--- src/rtl/entity_pkg.sv ---
// Shared definitions for the tank/projectile entity mover and the game controller.
// Contents: command opcode and direction enumerations, mover FSM states and
// the single-cell position step function. The step function works on
// coordinates zero-extended to MAX_AXIS_W bits.
package entity_pkg;

    typedef enum logic [1:0] {
        OP_MOVE      = 2'b00,
        OP_TURN      = 2'b01,
        OP_FIRE      = 2'b10,
        OP_STEP_PROJ = 2'b11
    } op_e;

    typedef enum logic [1:0] {
        DIR_UP    = 2'b00,
        DIR_DOWN  = 2'b01,
        DIR_LEFT  = 2'b10,
        DIR_RIGHT = 2'b11
    } dir_e;

    typedef enum logic [1:0] {
        IDLE   = 2'b00,
        CALC   = 2'b01,
        COMMIT = 2'b10
    } state_e;

    // Widest coordinate axis the step function supports.
    localparam int unsigned MAX_AXIS_W = 8;

    typedef struct packed {
        logic                  at_edge;
        logic [MAX_AXIS_W-1:0] row;
        logic [MAX_AXIS_W-1:0] col;
    } step_t;

    // One step from (row, col) toward dir. Stepping off the grid flags
    // at_edge and leaves the coordinates unchanged (no wrap-around).
    function automatic step_t step_pos(
        input logic [MAX_AXIS_W-1:0] row,
        input logic [MAX_AXIS_W-1:0] col,
        input dir_e                  dir,
        input logic [MAX_AXIS_W-1:0] max_coord
    );
        step_t s;
        s.at_edge = 1'b0;
        s.row     = row;
        s.col     = col;
        unique case (dir)
            DIR_UP: begin
                if (row == '0) s.at_edge = 1'b1;
                else           s.row = row - MAX_AXIS_W'(1);
            end
            DIR_DOWN: begin
                if (row == max_coord) s.at_edge = 1'b1;
                else                  s.row = row + MAX_AXIS_W'(1);
            end
            DIR_LEFT: begin
                if (col == '0) s.at_edge = 1'b1;
                else           s.col = col - MAX_AXIS_W'(1);
            end
            DIR_RIGHT: begin
                if (col == max_coord) s.at_edge = 1'b1;
                else                  s.col = col + MAX_AXIS_W'(1);
            end
        endcase
        return s;
    endfunction

endpackage

--- src/rtl/entity_mover_grid_step.sv ---
// grid_step: combinational candidate-cell and edge-condition computation.
// Ports:
//   row, col     current cell
//   dir          step direction (dir_e encoding)
//   next_row_c   candidate row (equals row when at edge)
//   next_col_c   candidate col (equals col when at edge)
//   at_edge_c    the step would leave the grid
module grid_step #(
    parameter int unsigned GRID_BITS = 4
) (
    input  logic [GRID_BITS-1:0] row,
    input  logic [GRID_BITS-1:0] col,
    input  logic [1:0]           dir,
    output logic [GRID_BITS-1:0] next_row_c,
    output logic [GRID_BITS-1:0] next_col_c,
    output logic                 at_edge_c
);
    import entity_pkg::*;

    localparam logic [MAX_AXIS_W-1:0] MAX_COORD = MAX_AXIS_W'((1 << GRID_BITS) - 1);

    step_t step;

    // Evaluate the shared step function on zero-extended coordinates.
    always_comb begin
        step       = step_pos(MAX_AXIS_W'(row), MAX_AXIS_W'(col), dir_e'(dir), MAX_COORD);
        next_row_c = GRID_BITS'(step.row);
        next_col_c = GRID_BITS'(step.col);
        at_edge_c  = step.at_edge;
    end

endmodule

--- src/rtl/entity_mover.sv ---
// entity_mover: tank and projectile state keeper for a square grid game.
// Commands are accepted in IDLE, evaluated in CALC, answered and applied in
// COMMIT (rsp_valid high exactly in COMMIT, two cycles after acceptance).
// Ports:
//   clk, reset            clock, synchronous active-high reset
//   cmd_valid/cmd_ready   command handshake (ready only in IDLE)
//   cmd_op/cmd_id/cmd_dir opcode, target tank, direction
//   rsp_valid             one-cycle completion pulse
//   rsp_pos/rsp_dir       resulting {row,col} and direction of the entity
//   rsp_blocked/rsp_hit   move/fire refused; projectile struck a tank
//   rsp_victim            index of the struck tank
//   rd_id, rd_*           combinational read port for one tank's state
module entity_mover #(
    parameter int unsigned GRID_BITS = 4,
    parameter int unsigned N_TANKS   = 2,
    parameter int unsigned SCORE_W   = 4
) (
    input  logic                       clk,
    input  logic                       reset,
    input  logic                       cmd_valid,
    output logic                       cmd_ready,
    input  logic [1:0]                 cmd_op,
    input  logic [$clog2(N_TANKS)-1:0] cmd_id,
    input  logic [1:0]                 cmd_dir,
    output logic                       rsp_valid,
    output logic [2*GRID_BITS-1:0]     rsp_pos,
    output logic [1:0]                 rsp_dir,
    output logic                       rsp_blocked,
    output logic                       rsp_hit,
    output logic [$clog2(N_TANKS)-1:0] rsp_victim,
    input  logic [$clog2(N_TANKS)-1:0] rd_id,
    output logic [2*GRID_BITS-1:0]     rd_tank_pos,
    output logic [2*GRID_BITS-1:0]     rd_proj_pos,
    output logic                       rd_proj_active,
    output logic [SCORE_W-1:0]         rd_score
);
    import entity_pkg::*;

    localparam int unsigned ID_W  = $clog2(N_TANKS);
    localparam int unsigned POS_W = 2 * GRID_BITS;
    localparam logic [GRID_BITS-1:0] MAX_C     = '1;
    localparam logic [SCORE_W-1:0]   SCORE_MAX = '1;

    state_e state_q, state_d;
    logic   accept;

    op_e             op_q;
    logic [ID_W-1:0] id_q;
    dir_e            dir_q;

    logic [GRID_BITS-1:0] tank_row [N_TANKS];
    logic [GRID_BITS-1:0] tank_col [N_TANKS];
    dir_e                 tank_dir [N_TANKS];
    logic [GRID_BITS-1:0] proj_row [N_TANKS];
    logic [GRID_BITS-1:0] proj_col [N_TANKS];
    dir_e                 proj_dir [N_TANKS];
    logic [N_TANKS-1:0]   proj_active;
    logic [SCORE_W-1:0]   score    [N_TANKS];

    // Projectile liveness after the pending command, applied in COMMIT.
    logic cmt_active;

    logic [GRID_BITS-1:0] step_row, step_col;
    dir_e                 step_dir;
    logic [GRID_BITS-1:0] cand_row, cand_col;
    logic                 cand_edge;

    logic            other_hit;
    logic [ID_W-1:0] other_idx;

    logic [POS_W-1:0] calc_pos;
    dir_e             calc_dir;
    logic             calc_blocked;
    logic             calc_hit;
    logic [ID_W-1:0]  calc_victim;
    logic             calc_active;

    assign cmd_ready = (state_q == IDLE) && !reset;
    assign accept    = cmd_valid && cmd_ready;

    // FSM state register.
    always_ff @(posedge clk) begin
        if (reset) state_q <= IDLE;
        else       state_q <= state_d;
    end

    // FSM next state: fixed three-cycle command walk.
    always_comb begin
        state_d = state_q;
        unique case (state_q)
            IDLE:    if (accept) state_d = CALC;
            CALC:    state_d = COMMIT;
            COMMIT:  state_d = IDLE;
            default: state_d = IDLE;
        endcase
    end

    // Source of the single step: the projectile for STEP_PROJ, else the tank
    // heading in the commanded direction.
    always_comb begin
        step_row = tank_row[id_q];
        step_col = tank_col[id_q];
        step_dir = dir_q;
        if (op_q == OP_STEP_PROJ) begin
            step_row = proj_row[id_q];
            step_col = proj_col[id_q];
            step_dir = proj_dir[id_q];
        end
    end

    grid_step #(
        .GRID_BITS (GRID_BITS)
    ) u_grid_step (
        .row        (step_row),
        .col        (step_col),
        .dir        (step_dir),
        .next_row_c (cand_row),
        .next_col_c (cand_col),
        .at_edge_c  (cand_edge)
    );

    // Lowest-index tank other than the commanded one sitting on the candidate cell.
    always_comb begin
        other_hit = 1'b0;
        other_idx = '0;
        for (int unsigned j = 0; j < N_TANKS; j++) begin
            if (!other_hit && (ID_W'(j) != id_q) &&
                (tank_row[j] == cand_row) && (tank_col[j] == cand_col)) begin
                other_hit = 1'b1;
                other_idx = ID_W'(j);
            end
        end
    end

    // Command result. For a projectile that ends its flight (edge or hit)
    // rsp_pos reports the cell where the flight ended.
    always_comb begin
        calc_pos     = {tank_row[id_q], tank_col[id_q]};
        calc_dir     = tank_dir[id_q];
        calc_blocked = 1'b0;
        calc_hit     = 1'b0;
        calc_victim  = '0;
        calc_active  = proj_active[id_q];
        unique case (op_q)
            OP_MOVE: begin
                calc_dir = dir_q;
                if (cand_edge || other_hit) calc_blocked = 1'b1;
                else                        calc_pos = {cand_row, cand_col};
            end
            OP_TURN: begin
                calc_dir = dir_q;
            end
            OP_FIRE: begin
                if (proj_active[id_q]) begin
                    calc_blocked = 1'b1;
                    calc_pos     = {proj_row[id_q], proj_col[id_q]};
                    calc_dir     = proj_dir[id_q];
                end else begin
                    calc_active = 1'b1;
                end
            end
            OP_STEP_PROJ: begin
                if (proj_active[id_q]) begin
                    calc_pos = {proj_row[id_q], proj_col[id_q]};
                    calc_dir = proj_dir[id_q];
                    if (cand_edge) begin
                        calc_active = 1'b0;
                    end else begin
                        calc_pos = {cand_row, cand_col};
                        if (other_hit) begin
                            calc_hit    = 1'b1;
                            calc_victim = other_idx;
                            calc_active = 1'b0;
                        end
                    end
                end
            end
        endcase
    end

    // Command capture, response registers and entity state update.
    always_ff @(posedge clk) begin
        if (reset) begin
            op_q        <= OP_MOVE;
            id_q        <= '0;
            dir_q       <= DIR_UP;
            rsp_valid   <= 1'b0;
            rsp_pos     <= '0;
            rsp_dir     <= '0;
            rsp_blocked <= 1'b0;
            rsp_hit     <= 1'b0;
            rsp_victim  <= '0;
            cmt_active  <= 1'b0;
            proj_active <= '0;
            for (int unsigned i = 0; i < N_TANKS; i++) begin
                tank_row[i] <= (i % 2 == 0) ? '0 : MAX_C;
                tank_col[i] <= (i % 2 == 0) ? GRID_BITS'(i) : MAX_C - GRID_BITS'(i - 1);
                tank_dir[i] <= (i % 2 == 0) ? DIR_DOWN : DIR_UP;
                proj_row[i] <= '0;
                proj_col[i] <= '0;
                proj_dir[i] <= DIR_UP;
                score[i]    <= '0;
            end
        end else begin
            if (accept) begin
                op_q  <= op_e'(cmd_op);
                id_q  <= cmd_id;
                dir_q <= dir_e'(cmd_dir);
            end

            rsp_valid <= (state_q == CALC);

            if (state_q == CALC) begin
                rsp_pos     <= calc_pos;
                rsp_dir     <= calc_dir;
                rsp_blocked <= calc_blocked;
                rsp_hit     <= calc_hit;
                rsp_victim  <= calc_victim;
                cmt_active  <= calc_active;
            end

            // The registered response is the update to apply.
            if (state_q == COMMIT) begin
                unique case (op_q)
                    OP_MOVE, OP_TURN: begin
                        tank_row[id_q] <= rsp_pos[POS_W-1:GRID_BITS];
                        tank_col[id_q] <= rsp_pos[GRID_BITS-1:0];
                        tank_dir[id_q] <= dir_e'(rsp_dir);
                    end
                    OP_FIRE: begin
                        if (!rsp_blocked) begin
                            proj_row[id_q]    <= rsp_pos[POS_W-1:GRID_BITS];
                            proj_col[id_q]    <= rsp_pos[GRID_BITS-1:0];
                            proj_dir[id_q]    <= dir_e'(rsp_dir);
                            proj_active[id_q] <= 1'b1;
                        end
                    end
                    OP_STEP_PROJ: begin
                        proj_row[id_q]    <= rsp_pos[POS_W-1:GRID_BITS];
                        proj_col[id_q]    <= rsp_pos[GRID_BITS-1:0];
                        proj_active[id_q] <= cmt_active;
                        if (rsp_hit && (score[id_q] != SCORE_MAX))
                            score[id_q] <= score[id_q] + SCORE_W'(1);
                    end
                endcase
            end
        end
    end

    // Read port; an inactive projectile sits on its owner.
    assign rd_tank_pos    = {tank_row[rd_id], tank_col[rd_id]};
    assign rd_proj_active = proj_active[rd_id];
    assign rd_proj_pos    = proj_active[rd_id] ? {proj_row[rd_id], proj_col[rd_id]}
                                               : {tank_row[rd_id], tank_col[rd_id]};
    assign rd_score       = score[rd_id];

endmodule

--- config.mk ---
export PLATFORM = sky130hd
export DESIGN_NAME = entity_mover
export DESIGN_NICKNAME = d
export VERILOG_FILES = /design/src/rtl/entity_pkg.sv /design/src/rtl/entity_mover_grid_step.sv /design/src/rtl/entity_mover.sv
export SDC_FILE = /design/constraint.sdc
export NUM_CORES = 1
export LEC_CHECK = 0
export BUFFER_PORTS_ARGS = -buffer_cell sky130_fd_sc_hd__buf_2
export CAP_MARGIN = 30
export CORE_MARGIN = 3
export CORE_UTILIZATION = 59
export CTS_CLUSTER_DIAMETER = 100
export DETAILED_ROUTE_END_ITERATION = 10
export PLACE_DENSITY_LB_ADDON = 0.25
export SYNTH_ARGS = -nofsm -noshare
export SYNTH_HDL_FRONTEND = slang
export SYNTH_SLANG_ARGS = --single-unit
--- constraint.sdc ---
create_clock -name clk -period 6.8 [get_ports clk]
set_clock_uncertainty 0.15 [all_clocks]
set_input_delay 0.34 -clock clk [delete_from_list [all_inputs] [get_ports clk]]
set_output_delay 0.34 -clock clk [all_outputs]
set_load 0.02 [all_outputs]
======== Yosys cells after proc, flatten, opt, wreduce, memory -nomap -nowiden ========
Memory sizes are Yosys's and may differ from the RTL's. A register that Yosys moved wholly into a read port is not among the register bits.
Index checks and enable logic that the tools add are counted.
word-level totals
  memory bits (read-only) ................. 0
  latch bits .............................. 0
  logic and storage cells ................. 184
  output and inout bits ................... 36
  register bits after elaboration ......... 24
  input port bits ......................... 9
  bits in writable memories ............... 48
  memories kept ........................... 7
operators by class
  bitwise operators ....................... 4
  equality and inequality tests ........... 17
  reduce and logical (&&, ||, !) cells .... 28
  div/mod/pow operators ................... 0
  order comparisons ....................... 3
  shifts and indexed selects .............. 0
  add/subtract/negate cells ............... 5
  multipliers ............................. 0
  multiplexer cells ....................... 108
memory list
  memory       depth  width  read ports  clocked after Yosys merged registers in  write ports  RTL line            text
  proj_col     2      4      2           1                                        2            entity_mover.sv:55  logic [GRID_BITS-1:0] proj_col [N_TANKS];
  proj_row     2      4      2           1                                        2            entity_mover.sv:54  logic [GRID_BITS-1:0] proj_row [N_TANKS];
  score        2      4      2           1                                        2            entity_mover.sv:58  logic [SCORE_W-1:0] score [N_TANKS];
  tank_col     2      4      4           1                                        2            entity_mover.sv:52  logic [GRID_BITS-1:0] tank_col [N_TANKS];
  tank_row     2      4      4           1                                        2            entity_mover.sv:51  logic [GRID_BITS-1:0] tank_row [N_TANKS];
  proj_dir     2      2      1           1                                        2            entity_mover.sv:56  dir_e proj_dir [N_TANKS];
  +1 memories  -      -      -           -                                        -            -
operators with widths
  cell                                                                   count
  1-bit 2-to-1 mux                                                       73
  4-bit 2-to-1 mux                                                       13
  8-bit 2-to-1 mux                                                       5
  8-bit one-hot mux with 3 select lines                                  1
  4-bit OR reduction                                                     5
  4-bit == test                                                          4
  4-bit one-hot mux with 2 select lines                                  2
  4-bit by 1-bit adder with 4-bit output (second input constant)         3
  2-bit 2-to-1 mux                                                       6
  2-bit one-hot mux with 2 select lines                                  3
  2-bit == test (second input constant)                                  5
  1-bit logical AND                                                      9
  4-bit == test (second input constant)                                  2
  4-bit zero test                                                        2
  2-bit OR reduction                                                     4
  4-bit by 1-bit subtractor with 4-bit output (second input constant)    2
  2-bit by 1-bit == test with 1-bit output (second input constant)       3
  2-bit zero test                                                        3
  1-bit by 2-bit < comparator with 1-bit output (second input constant)  2
  2-bit != test (second input constant)                                  2
  4-bit != test (second input constant)                                  1
  1-bit one-hot mux with 2 select lines                                  2
  1-bit one-hot mux with 4 select lines                                  1
  3-bit AND reduction                                                    1
  9 further kinds                                                        11

======== Longest topological paths before layout ========
  depth after elaboration ................. 18
  mapped depth ............................ 18
  depth with buffers taken out ............ 15

======== Cells and area by module ========
A second synthesis with hierarchy kept.
second synthesis, totals
  cells, all modules ...................... 499
  area total of the unflattened synthesis .. 4847.1 um^2
by module, submodules not included
  module        area each (um^2)  cells each  seq. area each (um^2)  times used
  entity_mover  4354.2            427         1941.9                 1
  grid_step     493.0             72          0.0                    1

======== Least setup slack after synthesis ========
Ideal clock, no wire load.
  path type ............................... register to register
  from .................................... register op_q[0]
  to ...................................... register rsp_pos[0]
  library setup time ...................... 132 ps
  data arrival time ....................... 3720 ps
  buffers on the path ..................... 4
  clock period less this slack ............ 4003 ps
  path slack .............................. 2797 ps
  stages on the path, launching flop included .. 18
  data required time ...................... 6518 ps
  cell sequence ........................... dfxtp_1 > buf_2 > nand2_1 > buf_2 > buf_2 > mux2i_1 > inv_1 > ha_1 > o211a_1 > or3_4 > a21oi_4 > nor3_1 > a311o_1 > a2111oi_4 > a311oi_1 > clkbuf_1 > a221oi_1 > a31oi_1
between the ends
  cells in the longest elaborated chain, start to end .. 17
  elaborated cells between the ends (all ways) .. 46
  classes of those cells .................. add/sub (4); eq/ne (11); mux (20); reduce/logical (11)
ends and longest elaborated chain
  element                                                         RTL line                                  text
  start: declaration                                              entity_mover.sv:47                        op_e op_q;
  start signal: assignment                                        entity_mover.sv:206                       op_q <= op_e'(cmd_op);
  2-bit == test                                                   entity_mover.sv:104, entity_mover.sv:144
  4-bit 2-to-1 mux                                                entity_mover.sv:104                       if (op_q == OP_STEP_PROJ) begin
  4-bit by 1-bit adder with 4-bit output (tied with other cells)  entity_pkg.sv:55                          else s.row = row + MAX_AXIS_W'(1);
  4-bit 2-to-1 mux (on tied branches)                             entity_pkg.sv:54, entity_pkg.sv:50
  4-bit one-hot mux with 2 select lines                           entity_pkg.sv:48                          unique case (dir)
  4-bit == test                                                   entity_mover.sv:128                       (tank_row[j] == cand_row) && (tank_col[j] == cand_col)) begin
  1-bit logical AND                                               entity_mover.sv:127                       if (!other_hit && (ID_W'(j) != id_q) &&
  1-bit logical AND                                               entity_mover.sv:128
  1-bit 2-to-1 mux                                                entity_mover.sv:127
  1-bit zero test                                                 entity_mover.sv:127
  1-bit logical AND (2 in a row)                                  entity_mover.sv:127
  1-bit logical AND                                               entity_mover.sv:128
  1-bit 2-to-1 mux                                                entity_mover.sv:127
  1-bit logical OR                                                entity_mover.sv:147                       if (cand_edge || other_hit) calc_blocked = 1'b1;
  8-bit 2-to-1 mux                                                entity_mover.sv:147
  8-bit one-hot mux with 3 select lines *                         entity_mover.sv:144                       unique case (op_q)
  end signal: assignment                                          entity_mover.sv:214                       rsp_pos <= calc_pos;
  end: declaration                                                entity_mover.sv:26                        output logic [2*GRID_BITS-1:0] rsp_pos,
Mark *: on every way between the ends. The rest lies on a longest branch, timed or not.
A chain may end at the register's enable or synchronous reset.

======== Final worst setup path ========
  from .................................... register op_q[1]
  to ...................................... register rsp_pos[7]
Same word-level chain as after synthesis.

==> metrics.md <==
| Metric | Value |
|---|---|
| DRT iter0 DRCs | roughly 840 |
| Post-synth ARST share | 0% |
| Register bit total from synthesis | 73 |
| Maximum VDD drop | roughly 180 µV |
| Post-cts resize count | 0 |
| Drt drc | 0 |
| Global-route wire length before repair | between 20000 and 25000 µm |
| Leak | around 2.2 nW |
| Die width | ~100 µm |
| Crit path max-delay family | compound AO/OA/AOI/OAI gates |
| Post-layout util | 67.6% |
| RSZ-0062 raised after global routing | no |
| Post-Route WL | approximately 15000 µm |
| Fmax | roughly 200 MHz |
| Startpoint types | flip-flop |
| Pwr dens | about 200 nW/µm² |
| Critical Path AT | around 5 ns |
| CP required | between 6 and 7 ns |
| Largest net degree at the start of global routing | 27 |
| N_diodes | 0 |
| Critical Path Max Stage Delay | between 0.5 and 0.6 ns |
| Sink Count | 73 |
| Pwr Total | 1.11 mW |
| CP Capture Type | flip-flop |
| Core Box Area | 8420 µm² |
| Die H | ~100 µm |
| Fin nets | 611 |
| Total number of yosys warnings | 0 |
| Setup repair bufs after CTS | 0 |
| Post-Syn Area | between 5000 and 6000 µm² |
| Critical Path Most Common Cell | buf_4 |
| Setup Viol. Count Final | 0 |
| Status | complete, no violations |
| Initial antenna violation count | 0 |
| Slowest cell on the critical path | mux2i_1 |
| Hold_buf cts | 0 |
| Crit-path cells | buf_4, nand2_1, mux2i_1, inv_1, ha_1, o211a_1, or3_4, a21oi_4, nor3_1, a311o_1, a2111oi_4, a311oi_1, buf_4, or4_1, a31oi_1 |
| Syn Inst Count | about 570 |
| I/O pins | 45 |
| Buffers on Ports | 44 |
| Num CTS Buffers | 9 |
| Multi-input logic area | between 3000 and 4000 µm² |
| Vias/cell | a little under 7 |
| Top FF cell, synth | edfxtp_1 |
| Worst-skew pair later-pin latency | between 0.3 and 0.4 ns |
| Grt ovf | 0 |
| DRT antenna net count | 0 |
| Max-Slew Margin vs Limit | ~37% |
| Synth cell types | 70 |
| Dpl hpwl | 11100 µm |
| CTS tree | yes |
| Average cell area after synthesis | slightly above 9 µm² |
| Post-synth EDFFs | 48 |
| Register area | about 1900 µm² |
| Max Cap Viol | 0 |
| # rows | 33 |
| Final period util | approximately three quarters |
| Critical path buffers and inverters | 3 |
| Max Buffers Root-to-Sink | 2 |
| Sequential fraction of the synthesis area | 37.0% |
| Tot GR Track Use | 30.3% |
| Initial DRT Pass Iterations | 6 |
| Setup_tns | 0 ns |
| Max Slew Vio Count | 0 |
| WHS | approximately 0.056 ns |
| Mapped Nets | about 580 |
| Crit Path Category | flip-flop to flip-flop |
| Vias in the first global route | 4429 |
| Final Hold Vio Count | 0 |
| Period minus WS final | slightly below 5 ns |
| Root Buffer | clkbuf_8 |
| Initial Utilization | between 60% and 70% |
| WL per Instance | about 21 µm |
| Worst-path clk slew | about 0.090 ns |
| GP Congestion | around 1.0 |
| Ratio of cells with drive above 1 in the final layout | 18.8% |
| Filler cells | ~700 |
| Die Footprint | just over 10000 µm² |
| CTS HTree Levels | 3 |
| Worst-Margin Slew | 0.920 ns |
| Via count | a little under 5k |
| Area delta synth->final | 8.47% |
| Crit-path max FO | 26 |
| Hold Path Class | input port to flip-flop |
## synth_stat cells, drive strengths merged, types with 6 or more instances
master	count	share of area [%]
a31oi	8	0.95
edfxtp	48	27
nand2	63	4.5
xnor2	6	1.0
dfxtp	25	9.5
o211ai	7	1.0
a21oi	20	2.3
mux2	20	4.3
a2111oi	6	1.6
mux2i	45	8.7
clkbuf	19	1.4
nand4	13	1.6
nor2	46	3.3
or2	11	1.3
nor2b	7	0.83
nand3	10	0.95
inv	15	1.1
and3	10	1.2
nor3	15	1.4
o21ai	37	3.5
and2	31	3.7
buf	14	2.0
## sequential cells by signal, indices dropped and copies added, names as in the netlist, 4 cells and up, named ones only
register / count
proj_col: 8
proj_row: 8
rsp_pos: 8
score: 8
tank_col: 8
tank_row: 8
proj_dir: 4
tank_dir: 4
## worst register-to-register path: stages, from the launching register on
cell       delay [ns]
dfxtp_1          0.32
buf_4            0.29
nand2_1          0.55
mux2i_1          0.58
inv_1            0.10
ha_1             0.26
o211a_1          0.17
or3_4            0.40
a21oi_4          0.29
nor3_1           0.10
a311o_1          0.32
a2111oi_4        0.37
a311oi_1         0.16
buf_4            0.21
or4_1            0.42
a31oi_1          0.19
## power by group
part           switching (mW)  internal [mW]  total (mW)
clock network           0.177          0.179       0.357
registers              0.0258          0.489       0.515
logic                   0.156         0.0876       0.243
total                   0.359          0.756        1.11
## cells in the final DEF (no fill, tap or decap), types with 17 or more instances in the layout
master / count
a21oi_1: 17
mux2_2: 19
and2_1: 31
o21ai_0: 35
mux2i_1: 43
dfxtp_1: 24
nor2_1: 46
edfxtp_1: 48
buf_2: 45
nand2_1: 63
## routing by layer
| metal | track usage (%) | wire length (µm) | share of wire, % | vias up |
|---|---|---|---|---|
| met5 | 0 | 0 | 0 | - |
| met2 | 45.1 | 6710 | 45 | 315 |
| li1 | - | - | - | 2188 |
| met1 | 43.2 | 6250 | 42 | 2311 |
| met4 | 10.9 | 487 | 3.2 | 0 |
| met3 | 7.30 | 1560 | 10 | 51 |
## per-stage QoR
stage	std cells	worst slack, ns	instance area (µm²)
CTS	706	1.91	5690
detailed placement	690	2.02	5480
finish	707	1.83	5690
floorplan	567	2.80	5250
global route	707	1.57	5690
global placement	690	2.03	5480
## logic make-up (layout without fill, tap and decap cells)
logic type      after synthesis  after routing  share of synthesized area (%)
compound gates              132            132                           18.7
xor+xnor                     11             11                           2.36
fa+ha+maj                     5              5                           1.19
buf+inv                      49             84                           4.46
flops                        73             73                           37.0
mux                          67             67                           13.9
simple gates                230            230                           22.4
## layout make-up
class	instances	area share, %
Multi-Input combinational cell	445	54.0
Inverter	16	1.06
Clock inverter	4	0.528
Sequential cell	73	34.1
Clock buffer	12	3.12
Tap cell	105	2.31
Timing Repair Buffer	52	4.88
## worst paths after layout
kind,endpoint,startpoint,cells past startpoint,slack (ns)
max,rsp_pos[7]$_SDFFE_PP0P_,op_q[1]$_SDFFE_PP0P_,15,1.83
min reg2reg,rsp_hit$_SDFFE_PP0P_,rsp_hit$_SDFFE_PP0P_,2,0.37
max reg2reg,rsp_pos[7]$_SDFFE_PP0P_,op_q[1]$_SDFFE_PP0P_,15,1.83
min,op_q[0]$_SDFFE_PP0P_,cmd_op[0],3,0.06
(Power assumes the default switching activity.)
